`src/rtl/gate_sweep_ctrl.sv`:
```
// Truth-table sweep controller: walks every input combination of a gate under test,
// samples its output after a settle interval and reports pass/fail. Optional macro:
// GATE_SWEEP_STOP_ON_FAIL_EN ends the sweep at the first mismatching vector.
module gate_sweep_ctrl #(
  parameter int N_INPUTS      = 2,
  parameter int SETTLE_CYCLES = 2,
  parameter logic [(1<<N_INPUTS)-1:0] EXP_TT = 4'b0001
) (
  input  logic                clk,
  input  logic                rst,
  input  logic                start,
  output logic [N_INPUTS-1:0] dut_in,
  input  logic                dut_out,
  output logic                busy,
  output logic                done,
  output logic                pass,
  output logic [N_INPUTS:0]   fail_count,
  output logic [N_INPUTS-1:0] first_fail_vec
);

  localparam int                  NVEC     = 1 << N_INPUTS;
  localparam logic [N_INPUTS-1:0] VEC_LAST = N_INPUTS'(NVEC - 1);
  localparam logic [3:0]          CNT_LAST = 4'(SETTLE_CYCLES - 1);

  typedef enum logic [1:0] {
    IDLE   = 2'd0,
    SETTLE = 2'd1,
    SAMPLE = 2'd2,
    DONE   = 2'd3
  } state_t;

  state_t              state_q, state_d;
  logic [N_INPUTS-1:0] vec_q, vec_d;
  logic [3:0]          cnt_q, cnt_d;
  logic [N_INPUTS:0]   fail_count_q, fail_count_d;
  logic [N_INPUTS-1:0] first_fail_vec_q, first_fail_vec_d;
  logic                fail_seen_q, fail_seen_d;
  logic                pass_q, pass_d;
  logic                mismatch;
  logic                last_vec;

  always_comb begin
    state_d          = state_q;
    vec_d            = vec_q;
    cnt_d            = cnt_q;
    fail_count_d     = fail_count_q;
    first_fail_vec_d = first_fail_vec_q;
    fail_seen_d      = fail_seen_q;
    pass_d           = pass_q;
    last_vec         = 1'b0;

    // Anything that does not compare equal, including an unknown output, is a mismatch.
    mismatch = 1'b1;
    if (dut_out == EXP_TT[vec_q]) mismatch = 1'b0;

    case (state_q)
      IDLE: begin
        if (start) begin
          state_d          = SETTLE;
          vec_d            = '0;
          cnt_d            = '0;
          fail_count_d     = '0;
          first_fail_vec_d = '0;
          fail_seen_d      = 1'b0;
          pass_d           = 1'b0;
        end
      end
      SETTLE: begin
        cnt_d = cnt_q + 4'd1;
        if (cnt_q == CNT_LAST) state_d = SAMPLE;
      end
      SAMPLE: begin
        if (mismatch) begin
          fail_count_d = fail_count_q + 1'b1;
          if (!fail_seen_q) begin
            first_fail_vec_d = vec_q;
            fail_seen_d      = 1'b1;
          end
        end
`ifdef GATE_SWEEP_STOP_ON_FAIL_EN
        last_vec = (vec_q == VEC_LAST) || mismatch;
`else
        last_vec = (vec_q == VEC_LAST);
`endif
        if (last_vec) begin
          state_d = DONE;
          pass_d  = (fail_count_d == '0);
        end else begin
          state_d = SETTLE;
          vec_d   = vec_q + 1'b1;
          cnt_d   = '0;
        end
      end
      DONE: begin
        state_d = IDLE;
      end
      default: begin
        state_d = IDLE;
      end
    endcase
  end

  always_ff @(posedge clk) begin
    if (rst) begin
      state_q          <= IDLE;
      vec_q            <= '0;
      cnt_q            <= '0;
      fail_count_q     <= '0;
      first_fail_vec_q <= '0;
      fail_seen_q      <= 1'b0;
      pass_q           <= 1'b0;
    end else begin
      state_q          <= state_d;
      vec_q            <= vec_d;
      cnt_q            <= cnt_d;
      fail_count_q     <= fail_count_d;
      first_fail_vec_q <= first_fail_vec_d;
      fail_seen_q      <= fail_seen_d;
      pass_q           <= pass_d;
    end
  end

  // The vector is only driven while the sweep is exercising the gate.
  assign dut_in         = (state_q == SETTLE || state_q == SAMPLE) ? vec_q : '0;
  assign busy           = (state_q != IDLE);
  assign done           = (state_q == DONE);
  assign pass           = pass_q;
  assign fail_count     = fail_count_q;
  assign first_fail_vec = first_fail_vec_q;

endmodule

```
`config.mk`:
```
export PLATFORM = sky130hd
export DESIGN_NAME = gate_sweep_ctrl
export DESIGN_NICKNAME = d
export VERILOG_FILES = /design/src/rtl/gate_sweep_ctrl.sv
export SDC_FILE = /design/constraint.sdc
export NUM_CORES = 1
export LEC_CHECK = 0
export BUFFER_PORTS_ARGS = -buffer_cell sky130_fd_sc_hd__buf_2
export CORE_MARGIN = 2
export CORE_UTILIZATION = 45
export CTS_CLUSTER_DIAMETER = 60
export DETAILED_ROUTE_END_ITERATION = 10
export PLACE_DENSITY_LB_ADDON = 0.3
export SETUP_SLACK_MARGIN = 0.1
export SYNTH_ARGS = -nofsm -noshare
export SYNTH_HDL_FRONTEND = slang
export SYNTH_SLANG_ARGS = --single-unit
export TNS_END_PERCENT = 50
```
`constraint.sdc`:
```
create_clock -name clk -period 3.7 [get_ports clk]
set_clock_uncertainty 0.15 [all_clocks]
set_input_delay 0 -clock clk [delete_from_list [all_inputs] [get_ports clk]]
set_output_delay 0 -clock clk [all_outputs]
set_load 0.02 [all_outputs]
```
### Word-level counts from Yosys, hierarchy flattened

Cells that the tools add are included.

* $add $sub $neg: 3
* magnitude comparators: 1
* equal/unequal tests: 12
* muxes and demuxes: 25
* reductions and logical operators: 13

Operators by type and width (count)
* $mux 2: 8
* $ne 2x2->1 const B: 6
* $pmux 4 s3: 1
* $reduce_and 3->1: 4
* $mux 3: 3
* $mux 4: 2
* $pmux 2 s2: 2
* $pmux 2 s4: 1
* $eq 2x2->1 const B: 3
* $pmux 3 s2: 1
* $add 4x1->4 const B: 1
* $eq 4x1->1 const B: 1
* $mux 1: 4
* $pmux 1 s2: 2
* $reduce_and 2->1: 2
* $reduce_and 4->1: 1
* $reduce_bool 2->1: 2
* $add 3x1->3 const B: 1
* $logic_not 3->1: 1
* $lt 2x3->1 const B: 1
* $reduce_bool 3->1: 1
* $add 2x1->2 const B: 1
* $bmux 1 s2: 1
* $eq 2x1->1 const B: 1
* other kinds (3): 3

* flip-flop bits (word level): 15
* bits of input ports: 4
* output and inout bits: 10

### Longest topological paths before layout

Gate-level depths: netlist of the first run.

* depth after elaboration: 8
* mapped depth: 7

### Worst setup path after synthesis of the first run

OpenSTA, ideal clock, no wires.

* kind: register -> register
* start: reg state_q[0]
* end: reg first_fail_vec_q[0], in the netlist first_fail_vec[0]
* arrival: 1.631 ns
* required time: 3.480 ns
* setup slack: 1.849 ns
* stages on the path, launching flop included: 8
* clock period less this slack: 1.851 ns
* cell sequence: dfxtp_1 inv_1 ha_1 nor2b_4 buf_6 o21bai_4 or3_1 a21oi_1

* word-level cells in the longest chain between the ends: 3

Ends and longest elaborated chain
* start, declared: RTL line 32 `state_t state_q, state_d;`
* start signal, assigned: RTL line 113 `state_q <= state_d;`
* $eq 2x2->1 / $logic_not 2->1 (equally long branches): RTL line 56 `case (state_q)`
* $ne 2x2->1 (no source line) / $reduce_bool 2->1 (equally long branches)
* $reduce_and 4->1 (no source line)
* end signal, assigned: RTL line 117 `first_fail_vec_q <= first_fail_vec_d;`
* end, declared: RTL line 36 `logic [N_INPUTS-1:0] first_fail_vec_q, first_fail_vec_d;`

Several ways; a longest one is shown, not always the timed one.
A chain may end at the register's enable or synchronous reset.

### Final worst setup path of the first run

* start: reg state_q[0]
* end: reg pass_q, in the netlist pass

* word-level cells in the longest chain between the ends: 3

Ends and longest elaborated chain
* $eq 2x2->1 / $logic_not 2->1 (equally long branches): RTL line 56
* $ne 2x2->1 (no source line) / $reduce_bool 2->1 (equally long branches)
* $reduce_and 3->1 (no source line)
* end signal, assigned: RTL line 119 `pass_q <= pass_d;`
* end, declared: RTL line 38 `logic pass_q, pass_d;`

Several ways; a longest one is shown, not always the timed one.

==> flow_metrics.env, run 1 <==
export IMPL_outcome="finished, final reports clean"
export IMPL_critPathBufInv=1
export IMPL_slew_headroom=0.589
export IMPL_p_sw_uw=255
export IMPL_port_buffers=13
export IMPL_synthArstFlopShare=0
export IMPL_grt_ovfl_total=0
export IMPL_final_nets=145
export IMPL_power_share_sequential=0.343
export IMPL_fin_total_pwr_uw=590
export IMPL_post_cts_buffers=0
export IMPL_cp_top_family="adder cells"
export IMPL_leakagePower_uw=0.000448
export IMPL_ys_ff_latch=15
export IMPL_clock_power_share=0.165
export IMPL_worst_slew_pin_slew_ns=0.616
export IMPL_first_pass_iters=4
export IMPL_yosysTopAreaCell="dfxtp_1"
export IMPL_max_cap_violations=0
export IMPL_powerDensity_nw_per_um2=544
export IMPL_cts_repair_resized=0
export IMPL_report_final_slew_viol_count=0
export IMPL_worstPathArrival_ns=2.02
export IMPL_p_int_uw=334
export IMPL_cts_max_path_buffers=2
export IMPL_antenna_found_initial=0
export IMPL_fin_ws_ns=1.73
export IMPL_hpwl_um=1370
export IMPL_grt_max_degree=17
export IMPL_rows=16
export IMPL_critPathMaxStageDelay_ns=0.56
export IMPL_min_from="first_fail_vec[0]"
export IMPL_synth_edf_count=0
export IMPL_route_detailed_drc=0
export IMPL_grt_pass1_wl_um=3520
export IMPL_postCtsHoldBufs=3
export IMPL_syn_area_per_cell_um2=8.31
export IMPL_fmax_mhz=508
export IMPL_cts_buffers=3
export IMPL_hp_class="flip-flop to flip-flop"
export IMPL_drtIter0Drc=7
export IMPL_cpMaxStageDelayCell="ha_1"
export IMPL_area_growth_pct=13.4
export IMPL_ant_nets=0
export IMPL_htreeDepth=1
export IMPL_fin_crit_sh=0.532
export IMPL_syn_nets=129
export IMPL_worstReg2RegStart="state_q[0]"
export IMPL_initial_core_util=0.482
export IMPL_grt_pass1_vias=835
export IMPL_min_period_ns=1.97
export IMPL_crit_path_end_kind="flip-flop"
export IMPL_syn_inst=115
export IMPL_synth_area_top_cells="dfxtp_1 (31%), ha_1 (13%), a21oi_1 (7.3%)"
export IMPL_dieWidth_um=50.1
export IMPL_synth_most_common_cell="dfxtp_1"
export IMPL_core_um2=1980
export IMPL_cp_cell_sequence="inv_1, ha_1, nor2b_1, nand3_1, o32ai_1"
export IMPL_crit_fanout=16
export IMPL_insertion_delay_ns=0.29
export IMPL_pwr_share_comb=0.491
export IMPL_viasPerCell=5.36
export IMPL_fp_dieH_um=50.1
export IMPL_ys_types=34
export IMPL_dpl_instance_area_um2=1030
export IMPL_clock_sinks=15
export IMPL_setup_viol=0
export IMPL_wl_per_cell_um=12.3
export IMPL_ys_seq_area_frac=0.314
export IMPL_die_area_um2=2510
export IMPL_synth_area_um2=956
export IMPL_synth_ff_type="dfxtp_1"
export IMPL_drive_above_1_share=0.162
export IMPL_clkTransAtPathRegs_ns=0.09
export IMPL_synth_commonest_cells="dfxtp_1 (15), a21oi_1 (14), ha_1 (10), nand2_1 (10), inv_1 (8)"
export IMPL_crit_start="state_q[0]"
export IMPL_root_buffer="clkbuf_4"
export IMPL_finalWeightedCongestion=0.861
export IMPL_yosysTopAreaCellShare=0.314
export IMPL_cts_tree="done"
export IMPL_cp_required_ns=3.75
export IMPL_fin_setup_tns_ns=0
export IMPL_post_place_ws_ns=1.76
export IMPL_routed_wl_um=1930
export IMPL_p_sw_frac=0.433
export IMPL_dr_total_vias=841
export IMPL_pin_count=14
export IMPL_antennaDiodeCount=0
export IMPL_cp_start_kind="flip-flop"
export IMPL_grtUsageTotal=0.182
export IMPL_critical_path_class="flip-flop to flip-flop"
export IMPL_postLayoutCoreUtil=0.547
export IMPL_rsz0062_at_grt="no"
export IMPL_fin_area_um2=1080
export IMPL_ir_worst_vdd_v=0.000270
export IMPL_finalHoldViolCount=0
export IMPL_synth_warnings=0
[layer usage]
layer	global-route usage	up-vias	routed length (µm)
li1	-	431	-
met3	0.0273	5	61
met4	0.0694	0	34
met1	0.216	389	915
met5	0	-	0
met2	0.322	16	916
[metrics by stage]
stage	hold WS, ns	cells
after floorplan	-0.0779	115
after global placement	0.222	150
after detailed placement	0.231	150
after CTS	0.333	157
after global routing	0.375	157
final	0.332	157
[cells by family after synthesis]
family / Yosys count / share of synthesized area
simple gates: 41 / 0.233
compound gates: 32 / 0.223
flops: 15 / 0.314
buf+inv: 13 / 0.0602
fa+ha+maj: 10 / 0.131
xor+xnor: 3 / 0.0275
mux: 1 / 0.0118
[final cells by class]
cell class | instances | area (µm²)
Inverter | 8 | 30.0
Fill cell | 188 | 898
Clock buffer | 4 | 26.3
Timing Repair Buffer | 16 | 95.1
Sequential cell | 15 | 300
Tap cell | 27 | 33.8
Multi-Input combinational cell | 87 | 598
[tightest hold or removal path: stages (launching register included)]
cell     delay (ns)
dfxtp_1        0.32
o21ai_0        0.06
a21oi_1        0.06
[power groups by stage]
stage | clock (µW) | combinational (µW) | sequential, µW
global placement | 0 | 283 | 205
detailed placement | 0 | 287 | 206
CTS | 101 | 290 | 202
finish | 97.5 | 290 | 202
global route | 108 | 328 | 207
floorplan | 0 | 236 | 203
[state kept, by name, indices dropped and copies added, names as in the netlist]
name / flops
cnt_q: 4
fail_count: 3
fail_seen_q: 1
vec_q: 2
pass: 1
first_fail_vec: 2
state_q: 2
[path summary, 6_finish.rpt]
| check | depth (start not counted) | slack [ns] | to |
|---|---|---|---|
| worst min-delay path | 2 | 0.33 | first_fail_vec[0] |
| worst max register to register | 5 | 1.73 | pass |
| worst min register to register | 2 | 0.33 | first_fail_vec[0] |
| worst max-delay path | 5 | 1.73 | pass |
[placed cells by master (no fill, tap or decap), drive strengths merged, types with 2 or more instances in the layout]
master / n
nand3: 4
and2: 4
nand4b: 2
ha: 10
nor3: 4
a21oi: 15
nor2b: 5
inv: 8
dlygate4sd3: 3
nand3b: 2
clkbuf: 4
nor2: 7
a211oi: 2
buf: 13
o21ai: 7
xnor2: 2
dfxtp: 15
nand2: 10
Power figures use the tool's default switching activity.
==> inputs of run 2 (changes only) <==
==> constraint.sdc (replaced) <==
create_clock -name clk -period 1.68 [get_ports clk]
set_clock_uncertainty 0.15 [all_clocks]
set_input_delay 0 -clock clk [delete_from_list [all_inputs] [get_ports clk]]
set_output_delay 0 -clock clk [all_outputs]
set_load 0.02 [all_outputs]
==> flow_metrics.env, run 2 (synthesis gave the netlist of run 1 again) <==
export IMPL_cp_top_family="simple AND/OR/NAND/NOR gates"
export IMPL_fmax_mhz=622
export IMPL_wl_per_cell_um=13.0
export IMPL_cts_tree="done"
export IMPL_insertion_delay_ns=0.30
export IMPL_critical_path_class="flip-flop to flip-flop"
export IMPL_clock_sinks=15
export IMPL_die_area_um2=2510
export IMPL_crit_fanout=3
export IMPL_holdPathStages=5
export IMPL_postLayoutCoreUtil=0.676
export IMPL_clkTransAtPathRegs_ns=0.11
export IMPL_rr_worst_depth=6
export IMPL_leakagePower_uw=0.000565
export IMPL_report_final_slew_viol_count=0
export IMPL_ant_nets=0
export IMPL_dr_total_vias=921
export IMPL_first_pass_iters=4
export IMPL_largest_reg_flops=4
export IMPL_slew_headroom=0.776
export IMPL_core_um2=1980
export IMPL_finalWeightedCongestion=0.761
export IMPL_worstPathArrival_ns=1.69
export IMPL_cts_buffers=3
export IMPL_cp_required_ns=1.77
export IMPL_viasPerCell=5.26
export IMPL_grt_ovfl_total=0
export IMPL_root_buffer="clkbuf_4"
export IMPL_final_nets=163
export IMPL_dieWidth_um=50.1
export IMPL_antenna_found_initial=0
export IMPL_layout_common_cells="buf_4 (17), buf_2 (13), a21oi_1 (11)"
export IMPL_cp_cell_sequence="inv_2, ha_4, xnor2_2, o21a_1, or3_1, a21oi_2"
export IMPL_grt_max_degree=16
export IMPL_cpMaxStageDelayCell="or3_1"
export IMPL_fin_crit_sh=0.958
export IMPL_rsz0062_at_grt="yes"
export IMPL_rows=16
export IMPL_min_from="dut_out"
export IMPL_critPathMaxStageDelay_ns=0.36
export IMPL_port_buffers=13
export IMPL_routed_wl_um=2270
export IMPL_fin_ws_ns=0.0712
export IMPL_grt_pass1_vias=851
export IMPL_fp_dieH_um=50.1
export IMPL_max_cap_violations=0
export IMPL_drive_above_1_share=0.432
export IMPL_worst_r2r_setup_slack_ns=0.07
export IMPL_grtUsageTotal=0.187
export IMPL_post_place_ws_ns=-0.109
export IMPL_critPathBufInv=1
export IMPL_fin_total_pwr_uw=1740
export IMPL_pin_count=14
export IMPL_stdcell_count=175
export IMPL_regMostFlops="cnt_q"
export IMPL_initial_core_util=0.482
export IMPL_drtIter0Drc=20
export IMPL_htreeDepth=1
export IMPL_outcome="finished, final reports clean"
export IMPL_worstReg2RegStart="vec_q[0]"
export IMPL_dp_cells=161
export IMPL_cts_max_path_buffers=2
export IMPL_setup_viol=0
export IMPL_hp_class="primary input to flip-flop"
export IMPL_antennaDiodeCount=0
export IMPL_grt_pass1_wl_um=3570
export IMPL_whs_ns=0.0722
export IMPL_layout_commonest_cell="buf_4"
export IMPL_cp_start_kind="flip-flop"
export IMPL_area_growth_pct=40.2
export IMPL_powerDensity_nw_per_um2=1300
export IMPL_ir_worst_vdd_v=0.000798
export IMPL_finalHoldViolCount=0
export IMPL_min_to="fail_count[1]"
export IMPL_worst_slew_pin_slew_ns=0.336
export IMPL_min_period_ns=1.61
export IMPL_r2r_end="first_fail_vec[0]"
export IMPL_crit_path_end_kind="flip-flop"
export IMPL_route_detailed_drc=0
export IMPL_hpwl_um=1480
==> run 2: through the flow <==
step | instance area [µm²] | TNS (ns)
floorplan | 990 | 0
global placement | 1140 | -0.0231
detailed placement | 1140 | -0.109
CTS | 1270 | 0
global route | 1340 | 0
finish | 1340 | 0
==> run 2: tightest hold or removal path, cell delays in order <==
cell     delay, ns
buf_2         0.13
xor2_2        0.08
buf_4         0.14
nand3_1       0.07
a21oi_1       0.06
==> run 2: worst max-delay path by stage <==
stage / from / endpoint / slack [ns] / depth (start not counted)
5_1_grt: cnt_q[1] / state_q[1] / 0.04 / 6
3_5_place_dp: state_q[0] / pass / -0.11 / 5
3_3_place_gp: state_q[0] / pass / -0.02 / 5
4_1_cts: vec_q[0] / cnt_q[2] / 0.08 / 5
6_report: vec_q[0] / first_fail_vec[0] / 0.07 / 6
2_1_floorplan: state_q[1] / first_fail_vec[0] / 0.06 / 7
==> run 2: metal layers <==
layer	track usage	vias to the layer above	part of all wire
met2	0.331	19	0.49
li1	-	469	-
met4	0.0880	0	0.022
met3	0.0364	7	0.029
met5	0	-	0
met1	0.212	426	0.46
==> run 2: final cells by class <==
class	count	area, µm²
multi-input combinational	88	712
fill	165	642
tap	27	33.8
inverter	8	32.5
clock buffer	3	22.5
timing repair buffer	33	224
sequential	15	310
clock inverter	1	5.00
==> run 2: where the power goes <==
group          internal (µW)  leakage, µW  switching, µW
Clock                   88.8    0.0000177            139
Combinational            533     0.000423            537
Sequential               406     0.000124           38.7
==> run 2: what timing repair did <==
item                       CTS  global route
gates cloned                 0             1
resized for setup           10            14
hold endpoints to repair    13             0
hold buffers                 2             0
pin swaps                    5            10
buffers inserted             5             2
setup endpoints to repair   11            13
==> inputs of run 3 (changes only) <==
--- a/config.mk
+++ b/config.mk
@@ -8,9 +8,10 @@
 export BUFFER_PORTS_ARGS = -buffer_cell sky130_fd_sc_hd__buf_2
 export CORE_MARGIN = 2
 export CORE_UTILIZATION = 45
-export CTS_CLUSTER_DIAMETER = 60
+export CTS_CLUSTER_DIAMETER = 100
 export DETAILED_ROUTE_END_ITERATION = 10
-export PLACE_DENSITY_LB_ADDON = 0.3
+export HOLD_SLACK_MARGIN = 0.06
+export PLACE_DENSITY = 0.68
 export SETUP_SLACK_MARGIN = 0.1
 export SYNTH_ARGS = -nofsm -noshare
 export SYNTH_HDL_FRONTEND = slang
==> flow_metrics.env, run 3 (synthesis gave the netlist of run 1 again) <==
export IMPL_report_final_slew_viol_count=0
export IMPL_layout_common_cells="buf_4 (15), a21oi_1 (13), buf_2 (13)"
export IMPL_powerDensity_nw_per_um2=1270
export IMPL_grt_pass1_wl_um=3770
export IMPL_cts_buffers=3
export IMPL_worstReg2RegStart="state_q[1]"
export IMPL_rsz0062_at_grt="yes"
export IMPL_worst_slew_pin_slew_ns=0.326
export IMPL_initial_core_util=0.482
export IMPL_finalHoldViolCount=0
export IMPL_cpMaxStageDelayCell="dfxtp_4"
export IMPL_cts_tree="done"
export IMPL_cp_start_kind="flip-flop"
export IMPL_viasPerCell=5.33
export IMPL_crit_path_end_kind="flip-flop"
export IMPL_min_from="start"
export IMPL_pwr_share_comb=0.594
export IMPL_crit_start="state_q[1]"
export IMPL_use_met2=0.364
export IMPL_port_buffers=13
export IMPL_outcome="finished, final reports clean"
export IMPL_antennaDiodeCount=0
export IMPL_core_um2=1980
export IMPL_grtUsageTotal=0.196
export IMPL_hpwl_um=1460
export IMPL_drtIter0Drc=5
export IMPL_hp_class="primary input to flip-flop"
export IMPL_cp_cell_sequence="inv_4, ha_4, nor2b_4, o21bai_4, or3_1, a21oi_2"
export IMPL_critPathMaxStageDelay_ns=0.38
export IMPL_ir_worst_vdd_v=0.000858
export IMPL_cp_required_ns=1.76
export IMPL_die_area_um2=2510
export IMPL_drive_above_1_share=0.393
export IMPL_insertion_delay_ns=0.29
export IMPL_grtUsageMet1=0.203
export IMPL_power_share_sequential=0.274
export IMPL_fmax_mhz=622
export IMPL_fin_crit_sh=0.958
export IMPL_slew_headroom=0.782
export IMPL_pin_count=14
export IMPL_dr_total_vias=917
export IMPL_htreeDepth=1
export IMPL_grtUsageMet3=0.0727
export IMPL_root_buffer="clkbuf_4"
export IMPL_max_cap_violations=0
export IMPL_worstPathArrival_ns=1.69
export IMPL_rr_worst_depth=6
export IMPL_grt_pass1_vias=927
export IMPL_setup_viol=0
export IMPL_p_sw_frac=0.413
export IMPL_clock_power_share=0.132
export IMPL_grt_ovfl_total=0
export IMPL_p_int_uw=949
export IMPL_wl_per_cell_um=13.3
export IMPL_leakagePower_uw=0.000541
export IMPL_dp_cells=156
export IMPL_fp_dieH_um=50.1
export IMPL_critical_path_class="flip-flop to flip-flop"
export IMPL_min_period_ns=1.61
export IMPL_crit_fanout=8
export IMPL_largest_reg_flops=4
export IMPL_grt_max_degree=16
export IMPL_regMostFlops="cnt_q"
export IMPL_routed_wl_um=2280
export IMPL_stdcell_count=172
export IMPL_area_growth_pct=33.5
export IMPL_first_pass_iters=4
export IMPL_layout_commonest_cell="buf_4"
export IMPL_grt_busiest_layer="met2"
export IMPL_p_sw_uw=668
export IMPL_dieWidth_um=50.1
export IMPL_ant_nets=0
export IMPL_fin_total_pwr_uw=1620
export IMPL_route_detailed_drc=0
export IMPL_rows=16
export IMPL_cts_max_path_buffers=2
export IMPL_clkTransAtPathRegs_ns=0.09
export IMPL_clock_sinks=15
export IMPL_antenna_found_initial=0
export IMPL_finalWeightedCongestion=0.779
export IMPL_holdPathStages=4
export IMPL_final_nets=160
==> run 3: layout make-up <==
type	count	area, µm²
clock buffer	4	26.3
fill	168	706
inverter	8	32.5
multi-input combinational	88	673
sequential	15	313
tap	27	33.8
timing repair buffer	30	198
==> run 3: path summary, 6_finish.rpt <==
kind | slack, ns | to
worst min-delay path | 0.09 | vec_q[1]
worst max-delay path | 0.07 | first_fail_vec[0]
worst min register to register | 0.33 | first_fail_vec[1]
worst max register to register | 0.07 | first_fail_vec[0]
==> run 3: worst max-delay path: cells and delay by family, from the launching register on <==
kind,cells,cell delay (ns)
simple gates,2,0.48
flops,1,0.38
compound gates,2,0.32
fa+ha+maj,1,0.17
buf+inv,1,0.04
==> run 3: repair_timing <==
action	in CTS	in global routing
cloned	1	0
endpoints found under the setup margin	13	12
hold endpoints to repair	14	0
setup buffers	8	1
hold buffers	2	0
pin swaps	7	2
gates resized for setup	11	7
==> run 3: stage by stage <==
stage | utilization | setup TNS [ns] | hold slack, ns | cell area [µm²] | setup slack, ns
after floorplan | - | 0 | -0.0853 | 990 | 0.0592
after global placement | 0.555 | 0 | 0.216 | 1100 | 0.0337
after detailed placement | 0.555 | -0.0865 | 0.229 | 1100 | -0.0577
after CTS | 0.629 | 0 | 0.0766 | 1250 | 0.0712
after global routing | 0.644 | 0 | 0.102 | 1280 | 0.00668
final | 0.644 | 0 | 0.0948 | 1280 | 0.0711
==> run 3: per-layer routing <==
| metal | up-vias | wire length, µm |
|---|---|---|
| met1 | 447 | 949 |
| li1 | 458 | - |
| met4 | 0 | 16 |
| met5 | - | 0 |
| met3 | 2 | 72 |
| met2 | 10 | 1250 |
==> run 3: power groups by stage <==
stage / clock network, µW / registers (µW) / logic (µW)
4_1_cts: 221 / 444 / 904
3_5_place_dp: 0 / 454 / 757
2_1_floorplan: 0 / 456 / 568
6_report: 214 / 443 / 960
5_1_grt: 239 / 450 / 1050
3_3_place_gp: 0 / 450 / 744
